[config.mk]
export PLATFORM = sky130hd
export DESIGN_NAME = gl_imem_arbiter
export DESIGN_NICKNAME = d
export VERILOG_FILES = /design/src/rtl/gl_imem_arbiter.sv
export SDC_FILE = /design/constraint.sdc
export NUM_CORES = 1
export LEC_CHECK = 0
export ABC_AREA = 0
export CORE_AREA = 2 2 117 119
export CTS_CLUSTER_DIAMETER = 150
export DETAILED_ROUTE_END_ITERATION = 10
export DIE_AREA = 0 0 119 121
export DONT_BUFFER_PORTS = 1
export MAX_ROUTING_LAYER = met4
export SLEW_MARGIN = 30
export SYNTH_ARGS = -nofsm -noshare
export SYNTH_HDL_FRONTEND = slang
export SYNTH_SLANG_ARGS = --single-unit
[constraint.sdc]
create_clock -name clk -period 4.5 [get_ports clk]
set_input_delay 0.45 -clock clk [delete_from_list [all_inputs] [get_ports clk]]
set_output_delay 0.45 -clock clk [all_outputs]
set_load 0.05 [all_outputs]
[src/rtl/gl_imem_arbiter.sv]
// Instruction BRAM arbiter: single-word fetch reads vs. multi-word operand bursts,
// with issue tagging of returning data. Define GL_IMEM_STARVE_GUARD_EN for the fetch starvation guard.
module gl_imem_arbiter #(
    parameter int width        = 32,
    parameter int starve_limit = 8
) (
    input  logic             clk,
    input  logic             reset,
    input  logic             f_req,
    input  logic [width-1:0] f_addr,
    output logic             f_gnt,
    output logic             fetch_stall,
    output logic             f_valid,
    output logic [width-1:0] f_data,
    input  logic             o_req,
    input  logic [width-1:0] o_addr,
    input  logic [3:0]       o_len,
    output logic             o_gnt,
    output logic             o_busy,
    output logic             o_valid,
    output logic [width-1:0] o_data,
    output logic             o_last,
    output logic             mem_en,
    output logic [width-1:0] mem_addr,
    input  logic [width-1:0] mem_rdata
);

    typedef enum logic {IDLE, BURST} state_t;

    localparam logic [1:0] TAG_NONE    = 2'd0;
    localparam logic [1:0] TAG_FETCH   = 2'd1;
    localparam logic [1:0] TAG_OP      = 2'd2;
    localparam logic [1:0] TAG_OP_LAST = 2'd3;

    state_t           state_q, state_n;
    logic [width-1:0] addr_q, addr_n;
    logic [3:0]       cnt_q, cnt_n;
    logic [1:0]       tag_q, tag_n;
    logic [width-1:0] f_hold_q, o_hold_q;
    logic             force_fetch;

`ifdef GL_IMEM_STARVE_GUARD_EN
    localparam int SW = $clog2(starve_limit + 1);
    logic [SW-1:0] starve_q;

    always_ff @(posedge clk) begin
        if (!reset || f_gnt)
            starve_q <= '0;
        else if (fetch_stall && starve_q != SW'(starve_limit))
            starve_q <= starve_q + SW'(1);
    end

    assign force_fetch = f_req && (starve_q == SW'(starve_limit));
`else
    assign force_fetch = 1'b0;
`endif

    // cnt_q holds words still to issue after the current one, so the last issue sees 0
    always_comb begin
        state_n  = state_q;
        addr_n   = addr_q;
        cnt_n    = cnt_q;
        tag_n    = TAG_NONE;
        f_gnt    = 1'b0;
        o_gnt    = 1'b0;
        o_busy   = 1'b0;
        mem_en   = 1'b0;
        mem_addr = '0;
        if (reset) begin
            case (state_q)
                IDLE: begin
                    if (o_req && !force_fetch) begin
                        o_gnt    = 1'b1;
                        mem_en   = 1'b1;
                        mem_addr = o_addr;
                        addr_n   = o_addr + width'(1);
                        if (o_len != 4'd0) begin
                            cnt_n   = o_len - 4'd1;
                            tag_n   = TAG_OP;
                            state_n = BURST;
                        end else begin
                            tag_n   = TAG_OP_LAST;
                        end
                    end else if (f_req) begin
                        f_gnt    = 1'b1;
                        mem_en   = 1'b1;
                        mem_addr = f_addr;
                        tag_n    = TAG_FETCH;
                    end
                end
                BURST: begin
                    o_busy   = 1'b1;
                    mem_en   = 1'b1;
                    mem_addr = addr_q;
                    addr_n   = addr_q + width'(1);
                    if (cnt_q == 4'd0) begin
                        tag_n   = TAG_OP_LAST;
                        state_n = IDLE;
                    end else begin
                        cnt_n   = cnt_q - 4'd1;
                        tag_n   = TAG_OP;
                    end
                end
                default: state_n = IDLE;
            endcase
        end
    end

    assign fetch_stall = reset && f_req && !f_gnt;

    always_ff @(posedge clk) begin
        if (!reset) begin
            state_q  <= IDLE;
            addr_q   <= '0;
            cnt_q    <= '0;
            tag_q    <= TAG_NONE;
            f_hold_q <= '0;
            o_hold_q <= '0;
        end else begin
            state_q  <= state_n;
            addr_q   <= addr_n;
            cnt_q    <= cnt_n;
            tag_q    <= tag_n;
            if (f_valid) f_hold_q <= mem_rdata;
            if (o_valid) o_hold_q <= mem_rdata;
        end
    end

    // Returning data is steered by the tag of the previous cycle's issue
    assign f_valid = reset && (tag_q == TAG_FETCH);
    assign o_valid = reset && tag_q[1];
    assign o_last  = reset && (tag_q == TAG_OP_LAST);
    assign f_data  = !reset ? '0 : (f_valid ? mem_rdata : f_hold_q);
    assign o_data  = !reset ? '0 : (o_valid ? mem_rdata : o_hold_q);

endmodule

# Word level (Yosys, flattened, before mapping)
# Index checks and enable logic that the tools add are counted.
# totals
word_cells	60
inputBits	104
ff_bits	103
# classes
n_eq_ne	5
add_sub_neg	4
n_bitwise	1
muxes	35
n_reduce_logical	9
# op_table
cell	n
2-to-1 mux 32 bit	8
case mux 32 bit (2 select lines)	2
adder 32 x 1 -> 32 bit (second input constant)	2
2-to-1 mux 1 bit	17
2-to-1 mux 4 bit	3
case mux 4 bit (2 select lines)	1
subtractor 4 x 1 -> 4 bit (second input constant)	2
!= test 2 bit (second input constant)	3
logical AND 1 bit	5
zero test 4 bit	1
case mux 1 bit (2 select lines)	2
case mux 2 bit (2 select lines)	1
nonzero test 4 bit	1
AND reduction 3 bit	1
== test 2 x 1 -> 1 bit (second input constant)	1
== test 2 bit (second input constant)	1
2-to-1 mux 2 bit	1
zero test 1 bit	1
inverter 1 bit	1

# Depth between registers and ports, before layout
# depth
word_depth	6
ltp_mapped	14
depth_no_buf	8

# Worst setup path after synthesis
# OpenSTA, ideal clock, no wires.
# synth_path
kind	register -> register
start	register state_q
end	register addr_q[18]
synth_period_minus_slack_ns	3.340
arrival_time_ns	3.266
path_stages_with_launch	15
slack_ns	1.160
cell_sequence	dfxtp_1 -> buf_6 -> buf_6 -> buf_2 -> buf_2 -> buf_2 -> buf_2 -> mux2_2 -> ha_1 -> inv_1 -> a211oi_4 -> nand4_4 -> or2_1 -> or4_1 -> a31oi_1
# synth_via
elab_chain_cells	2
elab_cells_between_ends	3
# synth_rtl
item	line_no	text
start, declared	35	state_t state_q, state_n;
start signal, assigned	120	state_q <= state_n;
inverter 1 bit	--	
case mux 32 bit (2 select lines) or != test 2 bit (tied branches)	--	
end signal, assigned	121	addr_q <= addr_n;
end, declared	36	logic [width-1:0] addr_q, addr_n;
# Parallel ways exist; a longest one is shown, timed or not.
# A chain may end at the register's enable or synchronous reset.

# Worst setup path after layout
# layout_path
start	register state_q
end	output mem_addr[15]
# layout_via
elab_chain_cells	3
# layout_rtl
item	line_no	text
inverter 1 bit	--	
case mux 32 bit (2 select lines) *	70	case (state_q)
2-to-1 mux 32 bit *	69	if (reset) begin
end, declared	24	output logic [width-1:0] mem_addr,
# Every way passes the cells marked *; elsewhere a longest branch is shown, timed or not.

==> metrics.md <==
| Metric | Value |
|---|---|
| Status | `completed` |
| TritonCTS clock tree | `done` |
| Final Hold Fails | `0` |
| Starting density of the core | `0.4443` |
| Row count | `42` |
| Crit path depth | `3` |
| Slowest cell on the critical path | `dfxtp_4` |
| Root Driver | `clkbuf_16` |
| Cells after DPL | `897` |
| Gpl congestion | `0.8696` |
| Post-CTS Repair Setup Buffers | `0` |
| Setup tns final | `0 ns` |
| CP peak stage delay | `0.80 ns` |
| DP HPWL | `12.33 mm` |
| FF-to-FF path depth | `7` |
| Worst Hold End | `addr_q[24]` |
| Clock sinks | `103` |
| Initial drt markers | `425` |
| Design area | `6228 µm²` |
| Number of synthesized register bits | `103` |
| Yosys warns | `0` |
| Arrival time at the worst endpoint | `2.82 ns` |
| Fillcell total | `1,298` |
| Synth top area cells | `dfxtp_1, nand2_1, mux2i_1, nand3_1, nor2_1` |
| DR WL/cell | `19.50 µm` |
| I/O pin count | `208` |
| Largest net degree at the start of global routing | `75` |
| Residual DRC | `0` |
| Chip width | `119 µm` |
| Mapped Area | `5814 µm²` |
| Hold_sp | `reset` |
| CP cell instances | `buf_4 > mux2i_1 > o21ai_1` |
| Setup crit start kind | `flip-flop` |
| Vias in the first global route | `5,406` |
| TritonRoute pass-1 iters | `5` |
| Max VDD drop | `0.2824 mV` |
| Die H | `121 µm` |
| Via count | `5,539` |
| Worst-case clock buffer depth | `2` |
| First-pass GRT wire length | `28.29 mm` |
| Crit path buf inv count | `1` |
| Required time of the critical path | `4.05 ns` |
| Syn Inst Count | `761` |
| Crit-path max FO | `63` |
| Vias per cell | `6.067` |
| TritonCTS Buffers | `9` |
| Max-capacitance violation count | `0` |
| RSZ-0062 raised after global routing | `no` |
| Layout area overhead | `7.123%` |
| Post-synthesis cell type count | `72` |
| Sequential share of the synthesized area | `0.3546` |
| Worst rel slew slack | `0.3445` |
| Pwr dens | `387.3 nW/µm²` |
| Placed inst area | `5931 µm²` |
| Critical Path End Type | `output pin` |
| Worst reg2reg endpoint | `addr_q[23]` |
| DIE AREA | `14,400 µm²` |
| Global Route Usage Sum | `0.2525` |
| Syn nets | `867` |
| Final Skew | `0.009163 ns` |
| Tcrit/Tclk final | `0.7272` |
| Yosys top cell by area | `dfxtp_1` |
| Hold Crit Depth | `1` |
| GRT Residual Overflow | `0` |
| Fin nets | `838` |
| Worst-Margin Slew | `0.9796 ns` |
| Max-slew violations | `0` |
| Leak pwr | `2.457 nW` |
| Diodes inserted | `0` |
| Core box area | `13,090 µm²` |
| Final Non-Filler Cells | `913` |
| IO buf count | `0` |
| Synth Flop Type | `dfxtp_1` |
| Number of gates resized after CTS | `0` |
| Post-synth EDFFs | `0` |
| ANT nets after route | `0` |
| Layout cells sized above 1 | `0.07734` |
| Count leader, synth | `nand2_1` |
| Setup violators final | `0` |
| Clock slew at reported path FFs | `0.08 ns` |
| Top cells by count, synth | `nand2_1, dfxtp_1, nor2_1` |
| R2r setup slk | `1.28 ns` |
| Setup CP Type | `flip-flop to output pin` |
| Top cell type's share of synthesized area | `0.3546` |
| Setup crit start | `state_q` |
| Hold-fix buffers, CTS | `0` |
| CP top delay family | `flip-flops` |
| Routed WL | `17.81 mm` |
| Synth Area per Inst | `7.640 µm²` |
| Hold WC Path Type | `primary input to flip-flop` |
| FF-to-FF Start | `state_q` |
| Asr flop ratio synth | `0` |
| H-tree depth | `3` |
| Antenna violations before repair | `0` |
| Fmax | `305.6 MHz` |
| Worst skew pair latency | `0.35 ns` |
| Period minus WS final | `3.272 ns` |
cells by family after synthesis:
logic type,Yosys count,synth area share
multiplexers,54,0.09447
adder cells (fa/ha/maj),2,0.004303
flip-flops,103,0.3546
buffers and inverters,70,0.04971
XOR/XNOR,4,0.006026
AND/OR/NAND/NOR,355,0.2862
AO/OA/AOI/OAI,173,0.2047
power by group:
part / total [W] / switching (W) / internal, W
combinational: 0.000594 / 0.000446 / 0.000148
clock: 0.000783 / 0.000390 / 0.000393
sequential: 0.00103 / 0.0000582 / 0.000977
sequential cells by signal, summed over array words and instances (netlist names):
register / cells
addr_q: 32
cnt_q: 4
f_hold_q: 32
o_hold_q: 32
state_q: 1
tag_q: 2
per-stage QoR:
stage | util | worst slack (ns) | hold WS [ns] | total power, W
6_report | 0.4760 | 1.228 | 0.2170 | 0.002412
2_1_floorplan | - | 1.160 | 0.4448 | 0.001564
3_5_place_dp | 0.4532 | 1.353 | 0.4737 | 0.001647
3_3_place_gp | 0.4531 | 1.442 | 0.4635 | 0.001634
4_1_cts | 0.4756 | 1.232 | 0.2077 | 0.002429
5_1_grt | 0.4760 | 1.042 | 0.2122 | 0.002515
cell type report:
class	instances	area [µm²]	share of cell area
repair buffers	14	105.1	0.01687
inverters	16	60.06	0.009642
clock buffers	9	225.2	0.03616
multi-input cells	588	3483	0.5593
flip-flops and latches	103	2067	0.3319
clock inverters	7	67.56	0.01085
well taps	176	220.2	0.03536
layer usage:
| metal | track usage | vias up | share of wire |
|---|---|---|---|
| met2 | 0.4052 | 258 | 0.46 |
| met5 | - | - | 0 |
| met1 | 0.3105 | 2596 | 0.43 |
| met3 | 0.07096 | 18 | 0.093 |
| li1 | - | 2667 | - |
| met4 | 0.07589 | 0 | 0.015 |
worst max-delay path by stage:
stage                         to  slack [ns]
finish              mem_addr[15]        1.23
global route          addr_q[23]        1.04
CTS                 mem_addr[15]        1.23
detailed placement    addr_q[23]        1.35
global placement      addr_q[23]        1.44
floorplan             addr_q[18]        1.16
cells in the final DEF, fill, tap and decap left out, types with 4 or more instances in the layout:
cell type and count:
nand2_1 146, dfxtp_1 101, nand3_1 65, nor2_1 64
mux2i_1 49, o21ai_0 37, a21oi_1 26, a31oi_1 16
a22oi_1 15, nand3b_1 14, inv_1 14, buf_4 14
and2_1 12, o21ai_1 10, and3_1 9, o211ai_1 9
clkbuf_16 9, nor2b_1 6, nor2_2 5, a22o_1 5
nand4_1 5, a32o_1 5, o2111a_1 5, mux2_2 4
a221o_1 4, a211oi_1 4, nor3_1 4, o31a_1 4
a21o_1 4
(Power assumes the default switching activity.)
